--- src/rtl/dcache_wb_buffer.sv ---
// Write-back buffer between the dcache and memory: queues dirty victims in FIFO
// order, coalesces repeat victims, drains them as BUS_STORE and forwards pending data to misses.
module dcache_wb_buffer #(
    parameter int WB_DEPTH = 4,
    parameter int ADDR_W   = 64,
    parameter int BLK_W    = 64
) (
    input  logic                      clock,
    input  logic                      reset,
    input  logic                      evict_valid,
    input  logic [ADDR_W-1:0]         evict_addr,
    input  logic [BLK_W-1:0]          evict_data,
    output logic                      evict_ready,
    input  logic [ADDR_W-1:0]         lookup_addr,
    output logic                      lookup_hit,
    output logic [BLK_W-1:0]          lookup_data,
    input  logic                      mem_grant,
    input  logic [3:0]                mem2wb_response,
    output logic [1:0]                wb2mem_command,
    output logic [ADDR_W-1:0]         wb2mem_addr,
    output logic [BLK_W-1:0]          wb2mem_data,
    output logic [$clog2(WB_DEPTH):0] wb_count,
    output logic                      wb_empty
);
    localparam int PTR_W = $clog2(WB_DEPTH);
    localparam int CNT_W = PTR_W + 1;
    localparam int TAG_W = ADDR_W - 3;
    localparam logic [1:0] BUS_NONE  = 2'd0;
    localparam logic [1:0] BUS_STORE = 2'd2;

    logic [WB_DEPTH-1:0] valid;
    logic [TAG_W-1:0]    tags     [WB_DEPTH];
    logic [BLK_W-1:0]    data_mem [WB_DEPTH];
    logic [PTR_W-1:0]    head;
    logic [PTR_W-1:0]    tail;
    logic [CNT_W-1:0]    count;

    logic [TAG_W-1:0] evict_tag;
    logic [TAG_W-1:0] lookup_tag;
    logic             issue;
    logic             dequeue;
    logic             accept;
    logic             allocate;
    logic             evict_hit;
    logic [PTR_W-1:0] evict_idx;
    logic             lookup_found;
    logic [PTR_W-1:0] lookup_idx;
    logic             unused_low_bits;

    assign evict_tag       = evict_addr[ADDR_W-1:3];
    assign lookup_tag      = lookup_addr[ADDR_W-1:3];
    assign unused_low_bits = ^{evict_addr[2:0], lookup_addr[2:0]};

    assign evict_ready = (count < CNT_W'(WB_DEPTH));
    assign issue       = (count != '0) && mem_grant;
    assign dequeue     = issue && (mem2wb_response != 4'd0);
    assign accept      = evict_valid && evict_ready;
    assign allocate    = accept && !evict_hit;

    // A duplicate block can only exist as head plus one younger copy, so any
    // non-head match takes precedence over the head.
    always_comb begin
        evict_hit    = 1'b0;
        evict_idx    = '0;
        lookup_found = 1'b0;
        lookup_idx   = '0;
        for (int i = 0; i < WB_DEPTH; i++) begin
            if (valid[i] && tags[i] == evict_tag
                && !(dequeue && PTR_W'(i) == head)
                && (!evict_hit || PTR_W'(i) != head)) begin
                evict_hit = 1'b1;
                evict_idx = PTR_W'(i);
            end
            if (valid[i] && tags[i] == lookup_tag
                && (!lookup_found || PTR_W'(i) != head)) begin
                lookup_found = 1'b1;
                lookup_idx   = PTR_W'(i);
            end
        end
    end

    assign lookup_hit  = lookup_found;
    assign lookup_data = lookup_found ? data_mem[lookup_idx] : '0;

    assign wb2mem_command = issue ? BUS_STORE : BUS_NONE;
    assign wb2mem_addr    = issue ? {tags[head], 3'b000} : '0;
    assign wb2mem_data    = issue ? data_mem[head] : '0;

    assign wb_count = count;
    assign wb_empty = (count == '0);

    always_ff @(posedge clock) begin
        if (reset) begin
            valid <= '0;
            head  <= '0;
            tail  <= '0;
            count <= '0;
        end else begin
            if (allocate) begin
                valid[tail] <= 1'b1;
                tail        <= tail + 1'b1;
            end
            if (dequeue) begin
                valid[head] <= 1'b0;
                head        <= head + 1'b1;
            end
            count <= count + CNT_W'(allocate) - CNT_W'(dequeue);
        end
    end

    // Payload storage carries no reset; validity alone decides what is live.
    always_ff @(posedge clock) begin
        if (!reset) begin
            if (accept && evict_hit) begin
                data_mem[evict_idx] <= evict_data;
            end
            if (allocate) begin
                tags[tail]     <= evict_tag;
                data_mem[tail] <= evict_data;
            end
        end
    end
endmodule

--- config.mk ---
export PLATFORM = sky130hd
export DESIGN_NAME = dcache_wb_buffer
export DESIGN_NICKNAME = d
export VERILOG_FILES = /design/src/rtl/dcache_wb_buffer.sv
export SDC_FILE = /design/constraint.sdc
export NUM_CORES = 1
export LEC_CHECK = 0
export BUFFER_PORTS_ARGS = -buffer_cell sky130_fd_sc_hd__buf_2
export CORE_MARGIN = 2
export CORE_UTILIZATION = 35
export DETAILED_ROUTE_END_ITERATION = 8
export PLACE_DENSITY_LB_ADDON = 0.2
export SLEW_MARGIN = 25
export SYNTH_ARGS = -nofsm -noshare
export SYNTH_HDL_FRONTEND = slang
export SYNTH_SLANG_ARGS = --single-unit
--- constraint.sdc ---
create_clock -name clock -period 15.4 [get_ports clock]
set_input_delay 0.77 -clock clock [delete_from_list [all_inputs] [get_ports clock]]
set_output_delay 0.77 -clock clock [all_outputs]
set_load 0.005 [all_outputs]
==> metrics.txt <==
Combinational Power Share=0.237; WP data arrival=6090 ps; synthesized area per cell=14.1 sq um; outcome=finished clean; Starting Density=0.352; critical path's slowest cell=nor4_1; CTS buffer count=59; area of the core=78700 sq um; Max IR drop VDD=0.0941 mV; post-synthesis mux area share=0.102; Die W=286 um; Die Area=81500 sq um; Total GRT Usage=0.281; routed length per instance=33.9 um; largest family of logic cells by synthesized area=XOR/XNOR gates; drt drc=0; Setup CP Type=reg2out; slew margin rel.=0.238; Placer Congestion=1.03; Clock transition at path regs=60 ps; Startpoint Class=flip-flop; Pins Over Slew Limit=0; Cell Area, Synth=27700 sq um; DR vias/cell=5.78; Multi-input gate area=11700 sq um; Routed WL=117000 um; post-CTS setup buffer count=0; Crit. End Element=output pin; initial antenna violation count=23; number of I/O pins=400; total number of vias=19916; Fin. Hold Viols=0; EDFF count, synth=500; crit-path cells=xnor2_1 -> nand4_1 -> nor4_1 -> nand4_1 -> o2bb2a_1 -> a21boi_2 -> or2_4 -> buf_4 -> o221ai_2 -> a21oi_2 -> buf_2; Setup violations, final=0; GR peak layer=met2; CP max FO=47; RSZ-0062 raised after global routing=false; Worst Hold Slack=320 ps; detailed router's first-iteration violation count=2330; Synth Area in Adders=0.00523; GR Util met2=0.441; CTS tree=done; post-cts gate resize count=0; DR pass1 iterations=7; Int Pwr=2890 uW; Layout fillers=7361; vias in the first global route=19886; Max Root-Sink Buffers=3; Worst Tran Pin Value=1130 ps; Post-Synth XOR/XNOR Area=0.126; part of the power in registers=0.413; most frequent CP cell=nand4_1; Max Freq=146 MHz; Power Dens Cells=126 nW/um^2; Max-Cap Viols=0; Simple-Gate Fraction of Synth Area=0.0903; Synth warnings=0; register area=15300 sq um; overall power=4120 uW; slowest stage delay, CP=920 ps; CTS H-Tree Depth=2; hold_buf cts=0; CTS sink cnt=513; met3 Use GR=0.0675; Cells after Synth=1972; clock share of power=0.349; Sw Share=0.300; Clock Skew=37.2 ps; first-pass GRT wire length=160000 um; fin nets=2555; P_leak=0.0108 uW; Synth Area in Compound Gates=0.0949; Final min period=6860 ps; Hold WC Path Type=in2reg; chip height=286 um; prevailing post-synth register cell=edfxtp_1; final period utilization=0.445; PortBufs=389; sequential share of the synthesized area=0.551; Root Driver=clkbuf_16; Critical Path RT=14630 ps; largest net degree at the start of global routing=128; ys async rst share=0; #FFs+latches synth=513; cell row count=103; area grow syn2layout=18.2%; Setup TNS=0 ps; worst skew pair latency=670 ps; post-synth cell types=58; share of layout cells above drive strength 1=0.320; grt ovf=0; P_sw=1230 uW; routing usage on met1=0.384; Detailed Place HPWL=85900 um; Final ANT Viol Nets=0
-- area by class of cell --
cell class                      count  share of cell area
Sequential cell                   513               0.466
Multi-Input combinational cell   1278               0.358
Timing Repair Buffer              413              0.0658
Clock buffer                       74              0.0468
Tap cell                         1050              0.0401
Clock inverter                     31              0.0133
Inverter                           79             0.00905
Antenna cell                        9            0.000687
-- cell usage in the layout, fill, tap and decap left out, types with 8 or more instances in the layout --
cell type and n:
nand2b_1 18, o21ai_0 9, a2111oi_0 11, buf_4 18, diode_2 9, ha_1 10
o221ai_2 60, nand2_1 75, mux4_2 125, nor2b_1 155, clkinv_1 8, inv_1 75
o2bb2ai_1 11, xnor2_1 224, buf_2 389, a21oi_2 61, nor2_1 16, clkbuf_1 15
clkbuf_16 59, dfxtp_1 11, nor4_1 63, nand4_1 70, xor2_1 174, a21oi_1 77
o221ai_1 10, edfxtp_1 500, bufinv_16 8, o22ai_1 24
-- logic make-up after synthesis --
| logic type | count (synthesis) |
|---|---|
| simple gates | 438 |
| buf+inv | 184 |
| flops | 513 |
| compound gates | 300 |
| mux | 127 |
| other cells | 1 |
| xor+xnor | 398 |
| fa+ha+maj | 11 |
-- cell usage after synthesis, types with 2 or more instances --
cell,n,area [sq um]
buf_12,6,120
a211oi_1,3,22.5
a221oi_1,2,17.5
nor2b_1,155,970
o2bb2ai_1,11,96.3
a222oi_1,5,50.1
buf_2,27,135
nand3_1,8,40.0
buf_4,6,45.0
edfxtp_1,500,15000
clkbuf_1,53,199
ha_1,10,125
and3_1,2,12.5
or4_1,7,52.6
xor2_1,174,1520
mux4_2,125,2820
a22o_1,6,52.6
inv_2,4,15.0
nor3_1,8,40.0
o221ai_1,10,87.6
buf_1,12,45.0
o2111ai_1,5,43.8
inv_1,75,282
xnor2_1,224,1960
nand2b_1,18,113
and4_1,2,17.5
o221ai_2,60,901
mux2i_1,2,20.0
nor3b_1,2,15.0
nand4_1,70,438
nor4_1,64,400
o21ai_2,2,17.5
or3_1,3,18.8
a21oi_2,61,534
a2111oi_0,11,96.3
a21oi_1,79,395
a2111o_1,3,33.8
nor2_1,20,75.1
dfxtp_1,13,260
nand2_1,75,282
o22ai_1,24,150
o21ai_0,9,45.0
-- power by group through the flow --
stage / sequential (uW) / clock, uW / combinational (uW)
after detailed placement: 1730 / 0 / 983
after floorplan: 1690 / 0 / 576
after CTS: 1700 / 1460 / 986
after global routing: 1710 / 1520 / 1040
final: 1700 / 1440 / 978
after global placement: 1730 / 0 / 980
-- critical path: cells and delay by family (launching register included) --
family                 cells  cell delay (ps)
buffers and inverters      2              970
AND/OR/NAND/NOR            4             2300
XOR/XNOR                   1              610
AO/OA/AOI/OAI              4             1080
flip-flops                 1              440
-- per-stage QoR --
step / utilization / instances / worst slack (ps) / instance area (sq um)
2_1_floorplan: - / 1975 / 8020 / 27700
3_3_place_gp: 0.391 / 3333 / 9060 / 30800
6_report: 0.416 / 3447 / 8540 / 32800
3_5_place_dp: 0.391 / 3333 / 9040 / 30800
5_1_grt: 0.416 / 3443 / 8470 / 32800
4_1_cts: 0.416 / 3438 / 8790 / 32700
-- sequential cells by signal, indices dropped and copies added, names as in the netlist, named ones only --
register and count:
data_mem 256, tags 244, tail 2, valid 4, head 2, wb_count 3
-- path summary, 6_finish.rpt --
kind                          from  slack, ps                         to  cells after the start
max          tags[1][14]$_DFFE_PP_       8540            lookup_data[41]                     11
min                 evict_data[49]        320  data_mem[1][49]$_DFFE_PP_                      1
max reg2reg  tags[1][30]$_DFFE_PP_       9600  data_mem[1][16]$_DFFE_PP_                     10
min reg2reg   tail[1]$_SDFFE_PP0N_        570       tail[1]$_SDFFE_PP0N_                      2
-- routing by layer --
layer	wire, um	up-vias	part of all wire
li1	-	8316	-
met1	47700	10302	0.41
met2	54100	1084	0.46
met3	11000	184	0.094
met4	3780	30	0.032
met5	186	-	0.0016
Note: power is estimated with default switching activity, not from simulation.
